--- src/rtl/csum_pkg.sv ---
// Shared widths and FSM state type for the checksum stream arbiter.
// Latency: none (definitions only).
// Backpressure: not applicable.
package csum_pkg;

    localparam int CSUM_DATA_W = 64;
    localparam int CSUM_KEEP_W = 8;
    localparam int CSUM_W      = 16;

    typedef enum logic {
        IDLE  = 1'b0,
        GRANT = 1'b1
    } csum_arb_state_t;

endpackage

--- src/rtl/csum_stream_arbiter_rr_pick.sv ---
// Round-robin picker: first set request at or after ptr, wrapping modulo NUM_SRC.
// Latency: purely combinational.
// Backpressure: none; the caller decides when the pick is registered.
module rr_pick #(
    parameter  int NUM_SRC = 2,
    localparam int SRC_W   = $clog2(NUM_SRC)
) (
    input  logic [NUM_SRC-1:0] req,
    input  logic [SRC_W-1:0]   ptr,
    output logic [SRC_W-1:0]   grant_idx,
    output logic               any
);

    localparam logic [SRC_W:0] NUM_L = (SRC_W+1)'(NUM_SRC);

    logic [NUM_SRC-1:0] rot;
    logic [SRC_W-1:0]   off;
    logic [SRC_W:0]     sum;

    // Rotate so ptr sits at bit 0, take the lowest set bit, then rotate the index back.
    always_comb begin
        rot = '0;
        for (int i = 0; i < NUM_SRC; i++) begin
            rot[i] = req[(i + int'(ptr)) % NUM_SRC];
        end
        off = '0;
        for (int i = NUM_SRC - 1; i >= 0; i--) begin
            if (rot[i]) begin
                off = SRC_W'(i);
            end
        end
        sum = {1'b0, ptr} + {1'b0, off};
        if (sum >= NUM_L) begin
            sum = sum - NUM_L;
        end
        grant_idx = sum[SRC_W-1:0];
        any       = |req;
    end

endmodule

--- src/rtl/csum_stream_arbiter.sv ---
// Packet-level round-robin arbiter sharing one checksum engine; tags each result with its source.
// Latency: 1-cycle arbitration, 0-cycle beat forwarding, result 2 cycles after the last handshake.
// Backpressure: only the granted source sees m_axi_ready; results are unbackpressured pulses.
module csum_stream_arbiter
    import csum_pkg::*;
#(
    parameter  int NUM_SRC = 2,
    localparam int SRC_W   = $clog2(NUM_SRC)
) (
    input  logic                           clk,
    input  logic                           aresetn,
    input  logic [NUM_SRC-1:0]             src_enable,
    input  logic [NUM_SRC-1:0]             s_axi_valid,
    input  logic [NUM_SRC*CSUM_DATA_W-1:0] s_axi_data,
    input  logic [NUM_SRC*CSUM_KEEP_W-1:0] s_axi_tkeep,
    input  logic [NUM_SRC-1:0]             s_axi_last,
    output logic [NUM_SRC-1:0]             s_axi_ready,
    output logic                           m_axi_valid,
    output logic [CSUM_DATA_W-1:0]         m_axi_data,
    output logic [CSUM_KEEP_W-1:0]         m_axi_tkeep,
    output logic                           m_axi_last,
    input  logic                           m_axi_ready,
    input  logic                           checksum_valid,
    input  logic [CSUM_W-1:0]              checksum_data,
    output logic                           res_valid,
    output logic [CSUM_W-1:0]              res_checksum,
    output logic [SRC_W-1:0]               res_src,
    output logic                           err_orphan,
    output logic                           busy
);

    csum_arb_state_t  state_q, state_d;
    logic [SRC_W-1:0] grant_q, grant_d;
    logic [SRC_W-1:0] rr_ptr_q, rr_ptr_d;
    logic [SRC_W-1:0] pend_src_q;
    logic             pend_vld_q;
    logic             res_valid_q;
    logic [CSUM_W-1:0] res_checksum_q;
    logic [SRC_W-1:0] res_src_q;
    logic             err_orphan_q;

    logic [NUM_SRC-1:0] req;
    logic [SRC_W-1:0]   pick_idx;
    logic               pick_any;
    logic               pkt_done;

    // Enable is only consulted here, so masking a source mid-packet cannot cut it short.
    assign req = s_axi_valid & src_enable;

    rr_pick #(.NUM_SRC(NUM_SRC)) u_rr_pick (
        .req       (req),
        .ptr       (rr_ptr_q),
        .grant_idx (pick_idx),
        .any       (pick_any)
    );

    // Next-state, grant lock and combinational beat mux from the registered grant.
    always_comb begin
        state_d     = state_q;
        grant_d     = grant_q;
        rr_ptr_d    = rr_ptr_q;
        pkt_done    = 1'b0;
        s_axi_ready = '0;
        m_axi_valid = 1'b0;
        m_axi_data  = '0;
        m_axi_tkeep = '0;
        m_axi_last  = 1'b0;
        case (state_q)
            IDLE: begin
                if (pick_any) begin
                    grant_d = pick_idx;
                    state_d = GRANT;
                end
            end
            GRANT: begin
                m_axi_valid          = s_axi_valid[grant_q];
                m_axi_data           = s_axi_data[grant_q*CSUM_DATA_W +: CSUM_DATA_W];
                m_axi_tkeep          = s_axi_tkeep[grant_q*CSUM_KEEP_W +: CSUM_KEEP_W];
                m_axi_last           = s_axi_last[grant_q];
                s_axi_ready[grant_q] = m_axi_ready;
                if (m_axi_valid && m_axi_ready && m_axi_last) begin
                    pkt_done = 1'b1;
                    rr_ptr_d = (grant_q == SRC_W'(NUM_SRC - 1)) ? '0 : grant_q + 1'b1;
                    // Returning to IDLE forces one beat-free cycle for the engine.
                    state_d  = IDLE;
                end
            end
            default: state_d = IDLE;
        endcase
    end

    // FSM, grant and round-robin pointer registers.
    always_ff @(posedge clk) begin
        if (!aresetn) begin
            state_q  <= IDLE;
            grant_q  <= '0;
            rr_ptr_q <= '0;
        end else begin
            state_q  <= state_d;
            grant_q  <= grant_d;
            rr_ptr_q <= rr_ptr_d;
        end
    end

    // Pending-source tag and result register; a new packet end outranks a same-cycle clear.
    always_ff @(posedge clk) begin
        if (!aresetn) begin
            pend_vld_q     <= 1'b0;
            pend_src_q     <= '0;
            res_valid_q    <= 1'b0;
            res_checksum_q <= '0;
            res_src_q      <= '0;
            err_orphan_q   <= 1'b0;
        end else begin
            res_valid_q <= checksum_valid && pend_vld_q;
            if (checksum_valid && pend_vld_q) begin
                res_checksum_q <= checksum_data;
                res_src_q      <= pend_src_q;
            end
            if (checksum_valid && !pend_vld_q) begin
                err_orphan_q <= 1'b1;
            end
            if (pkt_done) begin
                pend_vld_q <= 1'b1;
                pend_src_q <= grant_q;
            end else if (checksum_valid) begin
                pend_vld_q <= 1'b0;
            end
        end
    end

    assign res_valid    = res_valid_q;
    assign res_checksum = res_checksum_q;
    assign res_src      = res_src_q;
    assign err_orphan   = err_orphan_q;
    assign busy         = (state_q == GRANT);

endmodule

--- config.mk ---
export PLATFORM = sky130hd
export DESIGN_NAME = csum_stream_arbiter
export DESIGN_NICKNAME = d
export VERILOG_FILES = /design/src/rtl/csum_pkg.sv /design/src/rtl/csum_stream_arbiter_rr_pick.sv /design/src/rtl/csum_stream_arbiter.sv
export SDC_FILE = /design/constraint.sdc
export NUM_CORES = 1
export LEC_CHECK = 0
export ABC_AREA = 1
export CORE_MARGIN = 5
export CORE_UTILIZATION = 22
export CTS_CLUSTER_SIZE = 24
export DETAILED_ROUTE_END_ITERATION = 16
export PLACE_DENSITY = 0.77
export SLEW_MARGIN = 20
export SYNTH_ARGS = -nofsm -noshare
export SYNTH_HDL_FRONTEND = slang
export SYNTH_SLANG_ARGS = --single-unit
export TNS_END_PERCENT = 10
--- constraint.sdc ---
create_clock -name clk -period 1.2 [get_ports clk]
set_clock_uncertainty 0.1 [all_clocks]
set_input_delay 0.12 -clock clk [delete_from_list [all_inputs] [get_ports clk]]
set_output_delay 0.12 -clock clk [all_outputs]
set_load 0.01 [all_outputs]
Word-level counts from Yosys, hierarchy flattened
Cells that the tools add are included.
{"block": "op_classes", "bitwise": 4, "add_sub_neg": 4, "shift": 2, "magnitude_cmp": 5, "mux": 27, "n_reduce_logical": 10}
{"operator": "128-bit by 8-bit variable part select with 64-bit output", "count": 1}
{"operator": "64-bit 2-to-1 mux", "count": 1}
{"operator": "1-bit 2-to-1 mux", "count": 22}
{"operator": "16-bit by 5-bit variable part select with 8-bit output", "count": 1}
{"operator": "8-bit 2-to-1 mux", "count": 1}
{"operator": "1-bit logical AND", "count": 5}
{"operator": "2-bit bitwise AND", "count": 2}
{"operator": "1-bit by 2-bit less-than comparator with 1-bit output, second input constant", "count": 2}
{"operator": "2-bit AND reduction", "count": 2}
{"operator": "2-bit by 3-bit less-than comparator with 1-bit output, second input constant", "count": 1}
{"operator": "1-bit by 1-bit adder with 2-bit output", "count": 1}
{"operator": "2-bit >= comparator, second input constant", "count": 1}
{"operator": "2-bit 2-to-1 mux", "count": 1}
{"operator": "1-bit case mux with 2 select lines", "count": 1}
{"operator": "2-bit nonzero test", "count": 1}
{"operator": "2-bit OR reduction", "count": 1}
{"operator": "1-bit adder, first input constant", "count": 1}
{"operator": "1-bit adder, second input constant", "count": 1}
{"operator": "1-bit bitwise AND, first input constant", "count": 1}
{"operator": "1-bit demux with 1-bit select", "count": 1}
{"operator": "1-bit >= comparator, second input constant", "count": 1}
{"operator": "1-bit zero test", "count": 1}
{"operator": "1-bit NOT", "count": 1}
{"operator": "1-bit subtractor, second input constant", "count": 1}
{"block": "totals", "out_inout_bits": 96, "wordCells": 61, "ff_bits": 24, "in_bits": 170}

Longest topological paths before layout
Gate-level depths: netlist of the first run.
{"block": "depth", "word_depth": 10, "ltp_mapped": 7, "ltp_nobuf": 6}

Hierarchy
From an unflattened synthesis of the first run, not the netlist that was laid out.
{"block": "unflattened", "hier_cells": 373, "hier_area_um2": 2133.3}
{"module": "csum_stream_arbiter", "area_each_um2": 2114.5, "seq_area_each_um2": 480.5, "cells_per_inst": 369, "instances": 1}
{"module": "rr_pick", "area_each_um2": 18.8, "seq_area_each_um2": 0.0, "cells_per_inst": 4, "instances": 1}

Worst setup path after synthesis of the first run
OpenSTA, ideal clock, no wires.
{"block": "synth_path", "kind": "register -> output", "startpoint": "register state_q (netlist: busy)", "endpoint": "output m_axi_data[20]", "t_required_ns": 0.980, "path_slack_ns": -0.114, "arrival_time_ns": 1.094, "stages_incl_launch_ff": 5, "cell_sequence": "dfxtp_1 > buf_2 > clkbuf_1 > o21ai_0 > nor2_1"}
{"block": "synth_between", "elab_chain_len": 1}
{"element": "start, declared", "line": "csum_stream_arbiter.sv:32", "source": "csum_arb_state_t state_q, state_d;"}
{"element": "start signal, assigned", "line": "csum_stream_arbiter.sv:99", "source": "state_q <= state_d;"}
{"element": "64-bit 2-to-1 mux", "line": "csum_stream_arbiter.sv:68", "source": "case (state_q)"}
{"element": "end, declared", "line": "csum_stream_arbiter.sv:19", "source": "output logic [CSUM_DATA_W-1:0] m_axi_data,"}
Every way passes these cells.

Worst setup path in the final report of the first run
{"block": "layout_path", "startpoint": "register grant_q", "endpoint": "output m_axi_data[4]"}
{"block": "layout_between", "elab_chain_len": 2}
{"element": "start, declared", "line": "csum_stream_arbiter.sv:33", "source": "logic [SRC_W-1:0] grant_q, grant_d;"}
{"element": "start signal, assigned", "line": "csum_stream_arbiter.sv:100", "source": "grant_q <= grant_d;"}
{"element": "128-bit by 8-bit variable part select with 64-bit output", "line": "csum_stream_arbiter.sv:77", "source": "m_axi_data = s_axi_data[grant_q*CSUM_DATA_W +: CSUM_DATA_W];"}
{"element": "64-bit 2-to-1 mux", "line": "csum_stream_arbiter.sv:68"}
Every way passes these cells.

==> results of run 1 <==
-- worst max-delay path, stage by stage, from the launching register on --
cell	delay, ps
dfxtp_4	440
buf_12	180
clkbuf_16	160
o21ai_2	50
nor2_1	120
buf_2	150
-- cell type report --
type / count / area (µm²) / share of cell area
inverter: 7 / 36.3 / 0.00702
timing repair buffer: 303 / 2900 / 0.562
multi-input combinational: 300 / 1530 / 0.297
sequential: 24 / 488 / 0.0945
tap: 108 / 135 / 0.0262
clock inverter: 1 / 30.0 / 0.00581
clock buffer: 3 / 41.3 / 0.00799
-- cell usage after synthesis (all sizes together) --
cell type	count	area (µm²)
a21oi	7	38.8
nor3b	1	12.5
or2	1	6.26
clkbuf	15	56.3
nand2	15	56.3
dfxtp	24	480
o21ai	90	450
nand3	2	20.0
buf	13	77.6
nor2	184	707
inv	7	26.3
-- power by group through the flow --
stage / sequential [mW] / combinational [mW] / clock (mW)
final: 0.835 / 1.74 / 0.692
after global routing: 0.839 / 1.86 / 0.742
after CTS: 0.835 / 1.62 / 0.709
after detailed placement: 0.850 / 1.57 / 0
after global placement: 0.848 / 1.55 / 0
after floorplan: 0.850 / 0.476 / 0
-- placed cells by master, fill, tap and decap left out --
master             n
a21oi_1            2
a21oi_2            4
a21oi_4            1
buf_12            13
buf_16             4
buf_2             72
buf_4             13
buf_6              5
bufinv_16          1
clkbuf_16          6
clkbuf_2           2
clkbuf_8           3
clkdlybuf4s50_1  169
dfxtp_1           22
dfxtp_4            2
dlygate4sd2_1     19
inv_1              4
inv_2              1
inv_4              1
inv_8              1
nand2_1           10
nand2_4            5
nand3_2            1
nand3_4            1
nor2_1           165
nor2_2            17
nor2_4             1
nor2_8             1
nor3b_2            1
o21ai_0           22
o21ai_1           41
o21ai_2           24
o21ai_4            3
or2_2              1
-- repair_timing --
action                                  4_1_cts  5_1_grt
gates cloned                                  4        7
endpoints found under the setup margin      100       83
hold buffers                                  0        0
resized for setup                           415       61
pin swaps                                    10       27
buffers inserted                              5        0
-- per-stage QoR --
step           hold slack (ps)   util  cells  setup TNS [ps]  setup slack [ps]
2_1_floorplan              165      -    359           -3730             -61.3
3_3_place_gp               328  0.561    726          -32100              -576
3_5_place_dp               330  0.561    726          -34960              -583
4_1_cts                    348  0.575    739          -26020              -423
5_1_grt                    367  0.598    746          -31210              -469
6_report                   349  0.598    746          -25440              -386
-- metal layers --
metal | part of all wire | vias up | GRT usage
met4 | 0.023 | 0 | 0.0352
li1 | - | 1711 | -
met3 | 0.076 | 36 | 0.0522
met1 | 0.39 | 1562 | 0.247
met5 | 0 | - | 0
met2 | 0.51 | 206 | 0.386
-- logic make-up (layout without fill, tap and decap cells) --
family,Yosys count,in the layout,synth area share
simple gates,203,203,0.415
compound gates,97,97,0.253
flops,24,24,0.249
buf+inv,35,314,0.0829
-- final timing paths --
path | from | endpoint | slack (ps) | depth (start not counted)
worst max register to register | grant_q | busy | -230 | 7
worst min register to register | rr_ptr_q | rr_ptr_q | 350 | 2
worst max-delay path | grant_q | m_axi_data[4] | -390 | 5
worst min-delay path | rr_ptr_q | rr_ptr_q | 350 | 2
==> flow_summary_export.csv, run 1 <==
group,metric,value,unit
drt,dr.pass1.iters,4,
critical_path,cp_max_fo,8,
layout,fin_nets,809,
drt,dr.first_iter.drc_count,162,
timing,period_share,1.32,
place,gp_congestion,0.897,
drt,viasPerCell,4.71,
pwr,power.switching,1.00,mW
critical_path,arrival,1370,ps
global_route,antenna_found_initial,0,
pwr,switching_share,0.306,
floorplan,coreArea,8640,µm²
floorplan,dieWidth,104,µm
synthesis,postSynthCellCount,359,
layout,drive_above_1_share,0.288,
layout,diodes,0,
layout,fill_cells,821,
clock_network,cts.sinks,24,
pwr,pwr_density_cell,633,nW/µm²
clock_network,root_buffer,"clkbuf_8",
critical_path,crit_type,"reg -> out",
hold_path,hp-class,"reg -> reg",
floorplan,die_area,10800,µm²
clock_network,cts_max_level,1,
clock_network,numCtsBuffers,3,
place,post-dp-hpwl,9540,µm
pwr,internal-power,2.27,mW
drt,ant_nets,0,
global_route,grt_remaining_overflow,0,
drt,drc_errors,0,
place,place_area,4850,µm²
synthesis,synth_warnings,0,
timing,setup_violations,82,
floorplan,rows,34,
place,io_buffers,265,
synthesis,synth_cell_types,15,
drt,wirelength,12900,µm
timing,period_minus_slack,1590,ps
clock_network,cts_tree,"done",
layout,largest_reg_flops,16,
timing,slew_violations,0,
pwr,power.total,3.27,mW
floorplan,io_pins,266,
timing,rsz0062_at_grt,"yes",
pwr,p_comb_frac,0.533,
synthesis,synth_fp_nets,529,
pwr,clkPwrFrac,0.212,
clock_network,clk_pin_slew_worst_paths,90,ps
synthesis,synth_area,1930,µm²
layout,area.growth.synth_to_final,167,%
synthesis,synth_seq_cells,24,
pwr,p_leak,2.41,nW
drt,route.vias.total,3515,
floorplan,start_util,0.224,
outcome,violations,"setup timing",
floorplan,die_h,104,µm
layout,final_cell_area,5170,µm²
run,max_cap_viol_count,0,
global_route,grt_pass1_wl,18700,µm
synthesis,syn_area_per_cell,5.38,µm²
global_route,grt_use_total,0.210,
clock_network,clkLatencyLatePin,260,ps
critical_path,cp-start-kind,"flop",
global_route,grt_pass1_vias,3232,
global_route,grt_max_degree,23,
pwr,vdd_ir_drop_max,0.602,mV
timing,slew_headroom,0.811,
outcome,status,"finished, violations left",
timing,finalHoldViolCount,0,
pwr,seqPwrFrac,0.255,
timing,fmax,631,MHz
synthesis,synth-seq-area-share,0.249,
timing,timing.final.ws_setup,-386,ps
timing,worstMarginPinSlew,283,ps
critical_path,required,980,ps
clock_network,cts.path.max_buffers,2,
drt,wire_per_inst,17.3,µm
critical_path,crit_path_end_kind,"output port",
Power figures use the tool's default switching activity.
==> run 2, diff against run 1 <==
--- a/config.mk
+++ b/config.mk
@@ -6,10 +6,13 @@
 export NUM_CORES = 1
 export LEC_CHECK = 0
 export ABC_AREA = 1
+export CELL_PAD_IN_SITES_DETAIL_PLACEMENT = 1
+export CELL_PAD_IN_SITES_GLOBAL_PLACEMENT = 1
 export CORE_MARGIN = 5
-export CORE_UTILIZATION = 22
+export CORE_UTILIZATION = 12
 export CTS_CLUSTER_SIZE = 24
 export DETAILED_ROUTE_END_ITERATION = 16
+export GPL_TIMING_DRIVEN = 0
 export PLACE_DENSITY = 0.77
 export SLEW_MARGIN = 20
 export SYNTH_ARGS = -nofsm -noshare
==> run 2 against run 1 <==
The run still ends with setup timing left; non-clock buffer count rose by 3; wire length rose by 7.1%; utilization fell by 26 points; cell area rose by 3.2%; combinational power fell by 5%; register-to-register slack improved by 70 ps; largest power group unchanged; count of clock-buffer cells in the layout rose by 1; critical path type unchanged; die area rose by 74%.
==> flow_summary_export.csv, run 2 (synthesized netlist as in run 1, its figures left out) <==
group,metric,value,unit
layout,fin_nets,812,
critical_path,rr_worst_depth,8,
global_route,grt_pass1_wl,18500,µm
drt,ant_nets,0,
critical_path,cp_max_fo,7,
timing,worstMarginPinSlew,341,ps
critical_path,r2r_start,"grant_q",
layout,final_cell_area,5330,µm²
layout,final_cell_mix,"167 x clkdlybuf4s50_1, 103 x nor2_1, 82 x o21ai_0, 71 x buf_2, 52 x nor2_2",
global_route,grt_remaining_overflow,0,
hold_path,hold_depth,3,
drt,drc_errors,0,
critical_path,worstReg2RegEnd,"rr_ptr_q",
layout,diodes,0,
outcome,violations,"setup timing",
timing,period_minus_slack,1660,ps
pwr,p_leak,2.37,nW
place,io_buffers,264,
floorplan,die_area,18700,µm²
hold_path,hp-start,"aresetn",
pwr,vdd_ir_drop_max,0.704,mV
pwr,pwr_density_cell,613,nW/µm²
floorplan,die_h,137,µm
critical_path,arrival,1440,ps
global_route,grt_use_total,0.124,
timing,slew_headroom,0.773,
floorplan,start_util,0.122,
critical_path,cp_cell_sequence,"buf_12, clkinv_8, clkbuf_16, clkbuf_16, nor2_1, nor2_1, buf_2",
floorplan,coreArea,15800,µm²
global_route,antenna_found_initial,1,
hold_path,hp-class,"in -> reg",
run,max_cap_viol_count,0,
critical_path,crit_path_start,"grant_q",
global_route,grt_max_degree,14,
place,dp_cells,839,
drt,wire_per_inst,16.1,µm
timing,finalHoldViolCount,0,
place,gp_congestion,0.777,
timing,final.setup.tns,-31400,ps
timing,rsz0062_at_grt,"yes",
clock_network,numCtsBuffers,3,
layout,largest_reg_flops,16,
layout,fill_cells,1945,
critical_path,cp_slowest_cell,"dfxtp_4",
clock_network,hold_buffers,0,
drt,dr.pass1.iters,4,
clock_network,cts.path.max_buffers,2,
floorplan,rows,46,
drt,route.vias.total,3447,
hold_path,min_to,"rr_ptr_q",
global_route,grt_pass1_vias,3453,
critical_path,required,980,ps
clock_network,cts_tree,"done",
critical_path,critPathMaxStageDelay,370,ps
layout,drive_above_1_share,0.340,
timing,fmax,604,MHz
layout,fin_util,0.337,
timing,slew_violations,0,
drt,dr.first_iter.drc_count,68,
clock_network,root_buffer,"clkbuf_16",
floorplan,io_pins,266,
clock_network,cts_max_level,1,
layout,finalNonFillerCells,857,
place,post-dp-hpwl,10900,µm
critical_path,cp_top_family,"buffers and inverters",
clock_network,clk_pin_slew_worst_paths,60,ps
critical_path,crit_type,"reg -> out",
place,place_area,4870,µm²
drt,viasPerCell,4.02,
floorplan,dieWidth,137,µm
critical_path,crit_path_end_kind,"output port",
outcome,status,"finished, violations left",
drt,wirelength,13800,µm
timing,setup_violations,80,
clock_network,clkLatencyLatePin,250,ps
timing,timing.final.ws_setup,-456,ps
layout,final_common_cell,"clkdlybuf4s50_1",
timing,period_share,1.38,
layout,area.growth.synth_to_final,176,%
clock_network,cts.sinks,24,
critical_path,cp.buffers_inverters,5,
critical_path,reg2reg_slack,-160,ps
critical_path,cp-start-kind,"flop",
## run 2: area by class of cell
type,instances,area (µm²),share of cell area
multi-input cells,300,1660,0.312
plain buffers,28,297,0.0556
clock buffers,4,88.8,0.0167
flip-flops and latches,24,488,0.0915
repair buffers,278,2480,0.466
well taps,216,270,0.0507
inverters,7,41.3,0.00774
## run 2: metrics by stage
| step | hold slack [ps] | worst slack, ps | power (mW) |
|---|---|---|---|
| 4_1_cts | 89.6 | -630 | 3.15 |
| 6_report | 80.1 | -456 | 3.27 |
| 3_3_place_gp | 329 | -903 | 2.39 |
| 5_1_grt | 109 | -534 | 3.45 |
| 2_1_floorplan | 165 | -61.3 | 1.33 |
| 3_5_place_dp | 333 | -902 | 2.41 |
## run 2: what timing repair did
action | CTS | global route
cloned | 0 | 7
setup endpoints to repair | 112 | 91
hold endpoints to repair | 0 | 0
gates resized for setup | 319 | 195
buffers inserted | 3 | 4
pin swaps | 6 | 17
## run 2: worst min-delay path: stages
cell and delay, ps:
buf_2 160, nand2_1 80, a21oi_1 30
## run 2: worst max-delay path by stage
stage | end | slack [ps] | depth (start not counted)
detailed placement | m_axi_data[42] | -900 | 5
global placement | m_axi_data[60] | -900 | 5
global route | m_axi_data[36] | -530 | 5
finish | m_axi_data[45] | -460 | 7
CTS | m_axi_data[52] | -630 | 7
floorplan | m_axi_data[10] | -60 | 6
## run 2: routing by layer
metal  global-route usage  routed length [µm]
met1                0.133                4990
met2                0.238                7110
met3               0.0438                1500
met4               0.0200                 192
met5                    0                  19
## run 2: power breakdown
| group | internal [mW] | switching [mW] |
|---|---|---|
| clock | 0.509 | 0.271 |
| combinational | 0.932 | 0.726 |
| sequential | 0.814 | 0.0153 |
| total | 2.25 | 1.01 |
